==> config.mk <==
export PLATFORM = sky130hd
export DESIGN_NAME = adc_minmax_binner
export DESIGN_NICKNAME = d
export VERILOG_FILES = /design/src/rtl/adc_scope_pkg.sv /design/src/rtl/minmax_fifo.sv /design/src/rtl/adc_minmax_binner.sv
export SDC_FILE = /design/constraint.sdc
export NUM_CORES = 1
export LEC_CHECK = 0
export CORE_UTILIZATION = 33
export DETAILED_ROUTE_END_ITERATION = 7
export SLEW_MARGIN = 20
export SYNTH_ARGS = -nofsm -noshare
export SYNTH_HDL_FRONTEND = slang
export SYNTH_SLANG_ARGS = --single-unit
==> constraint.sdc <==
create_clock -name ad_clk -period 5.9 [get_ports ad_clk]
set_input_delay 0.885 -clock ad_clk [delete_from_list [all_inputs] [get_ports ad_clk]]
set_output_delay 0.885 -clock ad_clk [all_outputs]
set_load 0.05 [all_outputs]
==> src/rtl/adc_scope_pkg.sv <==
// adc_scope_pkg
// Shared types and defaults for the scrolling-scope min/max decimator.
//   binner_state_e : binner sequencing (IDLE / FIRST / ACCUM)
//   bin_entry_t    : one completed bin at the default channel/width set
//   entry_width()  : flattened FIFO entry width for any parameter set
package adc_scope_pkg;

    localparam int NCH_DEF   = 4;
    localparam int W_DEF     = 12;
    localparam int CMP_W_DEF = 11;
    localparam int OUT_W_DEF = 8;
    localparam int CNT_W_DEF = 16;

    // FIRST means "bin is empty, next strobe opens it"; ACCUM means the bin
    // holds at least one sample.
    typedef enum logic [1:0] {
        IDLE  = 2'd0,
        FIRST = 2'd1,
        ACCUM = 2'd2
    } binner_state_e;

    // Field order matches the flattened FIFO word: {min, max, count}.
    typedef struct packed {
        logic [NCH_DEF*OUT_W_DEF-1:0] bin_min;
        logic [NCH_DEF*OUT_W_DEF-1:0] bin_max;
        logic [CNT_W_DEF-1:0]         bin_count;
    } bin_entry_t;

    function automatic int entry_width(input int nch, input int out_w, input int cnt_w);
        return 2 * nch * out_w + cnt_w;
    endfunction

endpackage

==> src/rtl/minmax_fifo.sv <==
// minmax_fifo
// First-word-fall-through synchronous FIFO holding completed bins.
// The head entry is visible on dout whenever empty is low; a push into a
// full FIFO is accepted only when a pop happens in the same cycle.
//   clock, reset : clock and synchronous active-high reset
//   push, din    : write request and data
//   pop          : consume the head entry (ignored when empty)
//   dout         : head entry
//   full, empty  : occupancy flags
module minmax_fifo #(
    parameter int WIDTH = 8,
    parameter int DEPTH = 4
) (
    input  logic             clock,
    input  logic             reset,
    input  logic             push,
    input  logic             pop,
    input  logic [WIDTH-1:0] din,
    output logic [WIDTH-1:0] dout,
    output logic             full,
    output logic             empty
);

    localparam int AW = (DEPTH > 1) ? $clog2(DEPTH) : 1;

    logic [WIDTH-1:0] mem [DEPTH];
    logic [AW-1:0]    wr_ptr;
    logic [AW-1:0]    rd_ptr;
    logic [AW:0]      count;
    logic             do_push;
    logic             do_pop;

    assign empty   = (count == '0);
    assign full    = (count == (AW+1)'(DEPTH));
    assign do_pop  = pop && !empty;
    // A pop in the same cycle frees the slot the push needs.
    assign do_push = push && (!full || do_pop);
    assign dout    = mem[rd_ptr];

    // Storage is cleared on reset so the head reads zero until the first push.
    always_ff @(posedge clock) begin
        if (reset) begin
            for (int i = 0; i < DEPTH; i++) begin
                mem[i] <= '0;
            end
            wr_ptr <= '0;
            rd_ptr <= '0;
            count  <= '0;
        end else begin
            if (do_push) begin
                mem[wr_ptr] <= din;
                wr_ptr      <= wr_ptr + AW'(1);
            end
            if (do_pop) begin
                rd_ptr <= rd_ptr + AW'(1);
            end
            count <= count + (AW+1)'(do_push) - (AW+1)'(do_pop);
        end
    end

endmodule

==> src/rtl/adc_minmax_binner.sv <==
// adc_minmax_binner
// Multi-channel min/max decimator. Strobed ADC samples are folded into bins
// that close either after bin_len samples (mode 0) or on a frame sync edge
// (mode 1). Completed bins go to a FWFT FIFO with a valid/ready interface;
// bins that find the FIFO full are counted in drop_cnt.
//   ad_clk, reset     : sample clock, synchronous active-high reset
//   ad_strobe/ad_data : sample qualifier and NCH packed samples
//   sync_in           : asynchronous frame sync
//   enable, mode      : binning enable, 0 = fixed count, 1 = sync-closed
//   bin_len           : samples per bin in mode 0 (0 behaves as 1)
//   m_valid/m_ready   : output handshake; m_min/m_max/m_count bin contents
//   drop_cnt          : saturating count of dropped bins
module adc_minmax_binner
    import adc_scope_pkg::*;
#(
    parameter int NCH        = NCH_DEF,
    parameter int W          = W_DEF,
    parameter int CMP_W      = CMP_W_DEF,
    parameter int OUT_W      = OUT_W_DEF,
    parameter int CNT_W      = CNT_W_DEF,
    parameter int FIFO_DEPTH = 4
) (
    input  logic                 ad_clk,
    input  logic                 reset,
    input  logic                 ad_strobe,
    input  logic [NCH*W-1:0]     ad_data,
    input  logic                 sync_in,
    input  logic                 enable,
    input  logic                 mode,
    input  logic [CNT_W-1:0]     bin_len,
    output logic                 m_valid,
    input  logic                 m_ready,
    output logic [NCH*OUT_W-1:0] m_min,
    output logic [NCH*OUT_W-1:0] m_max,
    output logic [CNT_W-1:0]     m_count,
    output logic [15:0]          drop_cnt
);

    localparam int SHIFT   = CMP_W - OUT_W;
    localparam int ENTRY_W = entry_width(NCH, OUT_W, CNT_W);
    localparam logic [CNT_W-1:0] CNT_ONE = CNT_W'(1);

    binner_state_e        state, state_next;
    logic [2:0]           sync_q;
    logic                 sync_edge;
    logic                 sync_pend, sync_pend_next;
    logic                 bin_mode, bin_mode_next;
    logic [CNT_W-1:0]     bin_len_q, bin_len_next;
    logic [CNT_W-1:0]     bin_count, bin_count_next;
    logic [NCH*CMP_W-1:0] run_min, run_min_next, run_max, run_max_next;
    logic [NCH*CMP_W-1:0] samp, fold_min, fold_max;
    logic [NCH*OUT_W-1:0] samp_o, fold_min_o, fold_max_o, run_min_o, run_max_o;
    logic                 push_req;
    logic [NCH*OUT_W-1:0] push_min, push_max;
    logic [CNT_W-1:0]     push_count;
    logic [ENTRY_W-1:0]   push_entry, head;
    logic                 fifo_full, fifo_empty, pop, drop;

    assign sync_edge = sync_q[1] && !sync_q[2];

    // Only the low CMP_W bits of each sample take part in comparisons; the
    // running extremes keep full compare precision and are truncated to the
    // top OUT_W bits of that field only when a bin is pushed.
    for (genvar c = 0; c < NCH; c++) begin : g_ch
        logic [CMP_W-1:0] s, mn, mx;
        logic             unused_hi;

        assign unused_hi = ^ad_data[c*W+CMP_W +: (W-CMP_W)];
        assign s  = ad_data[c*W +: CMP_W];
        assign mn = run_min[c*CMP_W +: CMP_W];
        assign mx = run_max[c*CMP_W +: CMP_W];

        assign samp[c*CMP_W +: CMP_W]     = s;
        assign fold_min[c*CMP_W +: CMP_W] = (s < mn) ? s : mn;
        assign fold_max[c*CMP_W +: CMP_W] = (s > mx) ? s : mx;

        assign samp_o[c*OUT_W +: OUT_W]     = s[SHIFT +: OUT_W];
        assign fold_min_o[c*OUT_W +: OUT_W] = fold_min[c*CMP_W+SHIFT +: OUT_W];
        assign fold_max_o[c*OUT_W +: OUT_W] = fold_max[c*CMP_W+SHIFT +: OUT_W];
        assign run_min_o[c*OUT_W +: OUT_W]  = mn[SHIFT +: OUT_W];
        assign run_max_o[c*OUT_W +: OUT_W]  = mx[SHIFT +: OUT_W];
    end

    // Bin sequencing. A closing bin is pushed in the same cycle as the strobe
    // that closes it, so the entry is assembled from the folded values here.
    // Sync pending accumulates edges between strobes and is consumed by the
    // next strobe; disabling discards the open bin without pushing it.
    always_comb begin
        state_next     = state;
        sync_pend_next = sync_pend || sync_edge;
        bin_mode_next  = bin_mode;
        bin_len_next   = bin_len_q;
        bin_count_next = bin_count;
        run_min_next   = run_min;
        run_max_next   = run_max;
        push_req       = 1'b0;
        push_min       = samp_o;
        push_max       = samp_o;
        push_count     = CNT_ONE;

        if (!enable) begin
            state_next = IDLE;
        end else begin
            unique case (state)
                IDLE: begin
                    state_next     = FIRST;
                    sync_pend_next = 1'b0;
                end
                FIRST: begin
                    if (ad_strobe) begin
                        run_min_next   = samp;
                        run_max_next   = samp;
                        bin_count_next = CNT_ONE;
                        bin_mode_next  = mode;
                        bin_len_next   = bin_len;
                        sync_pend_next = sync_edge;
                        if (!mode && (bin_len <= CNT_ONE)) begin
                            push_req = 1'b1;
                        end else begin
                            state_next = ACCUM;
                        end
                    end
                end
                ACCUM: begin
                    if (ad_strobe) begin
                        sync_pend_next = sync_edge;
                        if (!bin_mode) begin
                            run_min_next   = fold_min;
                            run_max_next   = fold_max;
                            bin_count_next = bin_count + CNT_ONE;
                            if ((bin_count + CNT_ONE) == bin_len_q) begin
                                push_req   = 1'b1;
                                push_min   = fold_min_o;
                                push_max   = fold_max_o;
                                push_count = bin_count + CNT_ONE;
                                state_next = FIRST;
                            end
                        end else if (sync_pend) begin
                            push_req       = 1'b1;
                            push_min       = run_min_o;
                            push_max       = run_max_o;
                            push_count     = bin_count;
                            run_min_next   = samp;
                            run_max_next   = samp;
                            bin_count_next = CNT_ONE;
                        end else begin
                            run_min_next   = fold_min;
                            run_max_next   = fold_max;
                            bin_count_next = (&bin_count) ? bin_count : bin_count + CNT_ONE;
                        end
                    end
                end
                default: state_next = IDLE;
            endcase
        end
    end

    // Binner state, sync synchroniser and the saturating drop counter.
    always_ff @(posedge ad_clk) begin
        if (reset) begin
            state     <= IDLE;
            sync_q    <= '0;
            sync_pend <= 1'b0;
            bin_mode  <= 1'b0;
            bin_len_q <= '0;
            bin_count <= '0;
            run_min   <= '0;
            run_max   <= '0;
            drop_cnt  <= '0;
        end else begin
            state     <= state_next;
            sync_q    <= {sync_q[1:0], sync_in};
            sync_pend <= sync_pend_next;
            bin_mode  <= bin_mode_next;
            bin_len_q <= bin_len_next;
            bin_count <= bin_count_next;
            run_min   <= run_min_next;
            run_max   <= run_max_next;
            if (drop && (drop_cnt != 16'hFFFF)) begin
                drop_cnt <= drop_cnt + 16'd1;
            end
        end
    end

    assign pop        = m_valid && m_ready;
    assign drop       = push_req && fifo_full && !pop;
    assign push_entry = {push_min, push_max, push_count};
    assign m_valid    = !fifo_empty;
    assign {m_min, m_max, m_count} = head;

    minmax_fifo #(
        .WIDTH (ENTRY_W),
        .DEPTH (FIFO_DEPTH)
    ) u_fifo (
        .clock (ad_clk),
        .reset (reset),
        .push  (push_req),
        .pop   (pop),
        .din   (push_entry),
        .dout  (head),
        .full  (fifo_full),
        .empty (fifo_empty)
    );

endmodule
======== After elaboration in Yosys (flattened, before gate mapping) ========
Memory sizes are Yosys's and may differ from the RTL's. A register that Yosys moved wholly into a read port is not among the register bits.
Cells that the tools add are included.
word-level totals
  bits of input ports ..................... 71
  RAM bits ................................ 320
  word-level logic and storage cells ...... 134
  output and inout port bits .............. 97
  memories kept ........................... 1
  bits in latches ......................... 0
  flip-flop bits (word level) ............. 150
  memory bits (read-only) ................. 0
memory list
  memory      depth  width  rd ports  clocked after memory_dff  write ports  RTL line           text
  u_fifo.mem  4      80     1         1                         4            minmax_fifo.sv:26  logic [WIDTH-1:0] mem [DEPTH];
operators by class
  multipliers ............................. 0
  bitwise gates (word level) .............. 1
  equal/unequal tests ..................... 11
  shift-type cells ........................ 0
  reductions and logical operators ........ 26
  add/subtract/negate cells ............... 6
  div/mod/pow operators ................... 0
  order comparisons ....................... 9
  mux-type cells .......................... 68
operators with widths
  cell                     count
  $mux W32                 12
  $mux W44                 7
  $mux W16                 11
  $pmux W44 S2             2
  $mux W11                 8
  $mux W80                 1
  $reduce_or A80 Y1        1
  $gt A11 B11 Y1           4
  $lt A11 B11 Y1           4
  $add A16 B1 Y16 const B  2
  $pmux W16 S2             1
  $eq A16 B16 Y1           1
  $le A16 B1 Y1 const B    1
  $mux W2                  8
  $ne A16 B16 Y1 const B   1
  $reduce_and A16 Y1       1
  $mux W1                  15
  $ne A2 B2 Y1 const B     5
  $reduce_and A5 Y1        2
  $logic_and A1 B1 Y1      8
  $pmux W2 S3              1
  $logic_not A1 Y1         5
  $add A2 B1 Y2 const B    2
  $ne A4 B4 Y1 const B     1
  14 further kinds         17

======== Depth between registers and ports, before layout ========
  depth in word-level cells ............... 13
  mapped depth ............................ 16
  gate-level depth less buffers ........... 14

======== Hierarchy ========
From an unflattened synthesis, not the netlist that was laid out.
unflattened totals
  cell total of the unflattened synthesis .. 2032
  area, all modules ....................... 24244.5 µm²
modules (own cells, without submodules)
  module             area an instance (µm²)  cells an instance  times used  seq. area each (µm²)
  minmax_fifo        14376.3                 820                1           9789.4
  adc_minmax_binner  9868.2                  1212               1           2862.7

======== Worst setup path before layout ========
OpenSTA, ideal clock, no wires.
  kind .................................... reg-to-reg
  start ................................... reg bin_count[1]
  end ..................................... mem u_fifo.mem[0][0] (netlist name) (enable)
  path buffers ............................ 3
  slack ................................... 0.645 ns
  data required time ...................... 5.448 ns
  period minus slack after synthesis ...... 5.255 ns
  setup time .............................. 0.452 ns
  arrival ................................. 4.804 ns
  cell stages (with the launch flop) ...... 13
  path through ............................ dfxtp_1 ha_1 nand3_4 o32a_1 or3b_1 nor4_2 and4_1 buf_4 a21oi_4 or4_1 clkbuf_2 buf_6 nand2b_1
RTL lines
  element                 RTL line                  text
  from (decl)             adc_minmax_binner.sv:49   logic [CNT_W-1:0] bin_count, bin_count_next;
  from (signal assigned)  adc_minmax_binner.sv:176  bin_count <= bin_count_next;
  to (decl)               minmax_fifo.sv:26

==> impl_metrics.xml <==
<?xml version="1.0" encoding="UTF-8"?>
<metrics>
  <group name="setup_path">
    <metric name="timing.critical_path.required" unit="ns">6.18</metric>
    <metric name="critical_path.slowest_cell" unit="">sky130_fd_sc_hd__or4_4</metric>
    <metric name="critical_path.n_buffers_inverters" unit="">1</metric>
    <metric name="path_depth" unit="">10</metric>
    <metric name="rr_worst_depth" unit="">10</metric>
    <metric name="cpPeakStageDelay" unit="ns">0.73</metric>
    <metric name="critPathLaunchType" unit="">register</metric>
    <metric name="timing.critical_path.cells" unit="">ha_1 -&gt; nand3_4 -&gt; o32a_1 -&gt; or3b_1 -&gt; nor4_2 -&gt; and4_1 -&gt; a21oi_4 -&gt; or4_4 -&gt; nand2b_4 -&gt; buf_4</metric>
    <metric name="cp_top_delay_family" unit="">simple AND/OR/NAND/NOR gates</metric>
    <metric name="setup.worst_path.class" unit="">register to register</metric>
    <metric name="critical_path.max_fanout" unit="">29</metric>
    <metric name="worst_setup_path_end_kind" unit="">register</metric>
    <metric name="worst-endpoint-arrival" unit="ns">5.37</metric>
  </group>
  <group name="synthesis">
    <metric name="synthDistinctLibCells" unit="">75</metric>
    <metric name="synth_enable_flop_cells" unit="">320</metric>
    <metric name="yosysWarnings" unit="">0</metric>
    <metric name="synth_top_family_by_area" unit="">simple AND/OR/NAND/NOR gates</metric>
    <metric name="synth-seq-cells" unit="">472</metric>
    <metric name="yosys-mux-area-fraction" unit="%">12.14</metric>
    <metric name="syn_avg_cell_area" unit="sq um">11.19</metric>
    <metric name="seq_area_frac_synth" unit="%">53.42</metric>
    <metric name="synth-adder-area-share" unit="%">4.945</metric>
    <metric name="synth-main-ff-cell" unit="">sky130_fd_sc_hd__edfxtp_1</metric>
    <metric name="syn_inst" unit="">2116</metric>
    <metric name="asyncSetResetFlopFracSynth" unit="%">0</metric>
    <metric name="post_synth_and_or_nand_nor_area_fraction" unit="%">13.33</metric>
    <metric name="yosys.area_share.xor_xnor" unit="%">0.9245</metric>
    <metric name="synth_fp_nets" unit="">2280</metric>
    <metric name="synth_compound_gate_area_share" unit="%">10.90</metric>
    <metric name="synth.cell_area" unit="sq um">23680</metric>
  </group>
  <group name="place">
    <metric name="globalplace.congestion" unit="">0.8533</metric>
    <metric name="dp_hpwl" unit="mm">43.39</metric>
    <metric name="numPlacedInstances" unit="">3117</metric>
    <metric name="post-place-ws" unit="ns">0.8817</metric>
    <metric name="io_port_bufs" unit="">163</metric>
  </group>
  <group name="route">
    <metric name="drt_drc_violations_left" unit="">0</metric>
    <metric name="detailroute.via_count" unit="">17380</metric>
    <metric name="antenna_violating_nets_post_route" unit="">0</metric>
    <metric name="viasPerCell" unit="">5.401</metric>
    <metric name="drt-total-wl" unit="mm">66.73</metric>
    <metric name="first_iter_violations" unit="">1273</metric>
    <metric name="first_pass_iters" unit="">7</metric>
    <metric name="routed_wire_length_per_instance" unit="microns">20.74</metric>
  </group>
  <group name="cts">
    <metric name="cts_setup_buffers" unit="">0</metric>
    <metric name="postCtsResizedCells" unit="">0</metric>
    <metric name="number_of_hold_buffers_added_after_cts" unit="">0</metric>
    <metric name="htree_levels" unit="">2</metric>
    <metric name="clockBufferDepth" unit="">3</metric>
    <metric name="clock_sink_count" unit="">472</metric>
    <metric name="clockRootBuffer" unit="">sky130_fd_sc_hd__clkbuf_16</metric>
    <metric name="worst_setup_hold_path_clk_slew" unit="ns">0.06</metric>
    <metric name="tritoncts" unit="">built</metric>
    <metric name="clk_latency" unit="ns">0.60</metric>
    <metric name="cts_buffers" unit="">52</metric>
  </group>
  <group name="timing">
    <metric name="achievable-frequency" unit="GHz">0.1964</metric>
    <metric name="worst_slew_pin_slew" unit="ns">1.182</metric>
    <metric name="min_period_over_period" unit="%">86.30</metric>
    <metric name="setup-tns-final" unit="ns">0</metric>
    <metric name="setup_ws" unit="ns">0.8083</metric>
    <metric name="report.final.setup_viol" unit="">0</metric>
    <metric name="post-route-min-period" unit="ns">5.092</metric>
    <metric name="final_clock_skew" unit="ns">0.01875</metric>
    <metric name="timing_max_transition_violations_final" unit="">0</metric>
    <metric name="timing.final.hold_violations" unit="">0</metric>
    <metric name="grt_setup_unrepaired" unit="">no</metric>
    <metric name="timing.slew.headroom" unit="%">20.90</metric>
  </group>
  <group name="floorplan">
    <metric name="core-area" unit="sq um">70510</metric>
    <metric name="design.die.area" unit="sq um">72850</metric>
    <metric name="io-pin-count" unit="">168</metric>
    <metric name="dieWidth" unit="microns">269.9</metric>
    <metric name="chipHeight" unit="microns">269.9</metric>
    <metric name="placement_rows" unit="">97</metric>
    <metric name="initial_core_util" unit="%">33.59</metric>
  </group>
  <group name="layout">
    <metric name="layout-drive-gt1-share" unit="%">11.65</metric>
    <metric name="final_common_cell" unit="">sky130_fd_sc_hd__edfxtp_1</metric>
    <metric name="nNetsFinal" unit="">2395</metric>
    <metric name="syn2layout_area_growth" unit="%">18.29</metric>
    <metric name="mostFrequentLayoutCells" unit="">sky130_fd_sc_hd__edfxtp_1 (320), sky130_fd_sc_hd__nor2_1 (259), sky130_fd_sc_hd__a21oi_1 (242)</metric>
    <metric name="instances_no_fill" unit="">3218</metric>
    <metric name="finish.utilization" unit="%">39.73</metric>
  </group>
  <group name="global_route">
    <metric name="global_route.usage.total" unit="%">18.09</metric>
    <metric name="grt_pass1_vias" unit="">17210</metric>
    <metric name="grt_remaining_overflow" unit="">0</metric>
    <metric name="grt_start_max_net_pins" unit="">66</metric>
    <metric name="grt_antenna_before_repair" unit="">8</metric>
    <metric name="global_route_wire_length_before_repair" unit="mm">102.1</metric>
  </group>
  <group name="hold_path">
    <metric name="hold_path_depth" unit="">1</metric>
    <metric name="min_path_type" unit="">register to register</metric>
  </group>
  <group name="pwr">
    <metric name="power.static_leakage" unit="nW">9.610</metric>
    <metric name="max-vdd-ir-drop" unit="mV">0.2128</metric>
    <metric name="powerDensity" unit="nW/um^2">332.0</metric>
  </group>
  <group name="status">
    <metric name="run_status" unit="">completed</metric>
  </group>
  <group name="run">
    <metric name="max_capacitance_violation_count" unit="">0</metric>
  </group>
</metrics>
[cell usage after synthesis (10+ instances only)]
library cell               number  area (sq um)
sky130_fd_sc_hd__dfxtp_1      152          3043
sky130_fd_sc_hd__mux2i_1      105          1051
sky130_fd_sc_hd__nor3_1        65         325.3
sky130_fd_sc_hd__mux4_2        80          1802
sky130_fd_sc_hd__a21oi_1      242          1211
sky130_fd_sc_hd__or3_1         22         137.6
sky130_fd_sc_hd__nand2b_1      12         75.07
sky130_fd_sc_hd__nor2_2        26         162.7
sky130_fd_sc_hd__nand3_1       70         350.3
sky130_fd_sc_hd__nor2b_1       16         100.1
sky130_fd_sc_hd__buf_2         20         100.1
sky130_fd_sc_hd__o22ai_1       13         81.33
sky130_fd_sc_hd__o211ai_1      14         105.1
sky130_fd_sc_hd__clkbuf_1      88         330.3
sky130_fd_sc_hd__o21ai_0       97         485.5
sky130_fd_sc_hd__nor2_1       260         975.9
sky130_fd_sc_hd__ha_1          92          1151
sky130_fd_sc_hd__inv_1        104         390.4
sky130_fd_sc_hd__nand4_1       24         150.1
sky130_fd_sc_hd__edfxtp_1     320          9609
sky130_fd_sc_hd__xnor2_1       16         140.1
sky130_fd_sc_hd__or4_1         12         90.09
sky130_fd_sc_hd__nand2_1       73         274.0
sky130_fd_sc_hd__a21o_1        10         75.07
sky130_fd_sc_hd__and3_1        11         68.82
sky130_fd_sc_hd__buf_1         21         78.83
[where the power goes]
group	switching, mW	internal (mW)
clock	1.35	1.92
sequential	0.145	3.64
combinational	1.37	0.870
[cells by family (layout without fill, tap and decap cells)]
group	Yosys count	in the layout
other	0	3
adder cells (fa/ha/maj)	93	93
XOR/XNOR	25	25
flip-flops	472	472
AND/OR/NAND/NOR	642	642
multiplexers	187	187
AO/OA/AOI/OAI	450	450
buffers and inverters	247	406
[final cells by class]
type | instances | area [sq um]
fillers | 6689 | 42500
flip-flops and latches | 472 | 12660
multi-input cells | 1397 | 10060
repair buffers | 204 | 1999
clock buffers | 70 | 1430
well taps | 940 | 1176
inverters | 104 | 390.4
clock inverters | 28 | 287.8
diodes | 3 | 7.507
[path summary, 6_finish.rpt]
check | startpoint | endpoint | slack, ns
worst max-delay path | bin_count[0]$_SDFFE_PP0P_ | u_fifo.mem[0][68]$_SDFFCE_PN0P_ | 0.81
worst min-delay path | sync_q[0]$_SDFF_PP0_ | sync_q[1]$_SDFF_PP0_ | 0.46
worst max register to register | bin_count[0]$_SDFFE_PP0P_ | u_fifo.mem[0][68]$_SDFFCE_PN0P_ | 0.81
worst min register to register | sync_q[0]$_SDFF_PP0_ | sync_q[1]$_SDFF_PP0_ | 0.46
[layer usage]
layer,track usage [%],vias to the layer above,wire length (microns)
met5,0,-,85
met1,23.85,8588,28780
li1,-,8082,-
met4,6.728,14,2395
met2,29.25,550,31150
met3,3.663,148,4314
[sequential cells by signal (all words and copies together) (netlist names), named ones only]
| name | flops |
|---|---|
| u_fifo.wr_ptr | 2 |
| u_fifo.rd_ptr | 2 |
| drop_cnt | 16 |
| run_min | 44 |
| bin_count | 16 |
| u_fifo.mem | 320 |
| bin_mode | 1 |
| bin_len_q | 16 |
| run_max | 44 |
| sync_pend | 1 |
| sync_q | 3 |
| u_fifo.count | 3 |
| state | 2 |
[through the flow]
| step | cell area (sq um) | total power [mW] | hold WS [ns] |
|---|---|---|---|
| final | 28020 | 9.301 | 0.4576 |
| after global routing | 28010 | 9.637 | 0.4675 |
| after CTS | 28000 | 9.418 | 0.4557 |
| after detailed placement | 26280 | 6.129 | 0.4580 |
| after global placement | 26280 | 6.113 | 0.4470 |
| after floorplan | 23680 | 5.335 | 0.4138 |
Power figures use the tool's default switching activity.
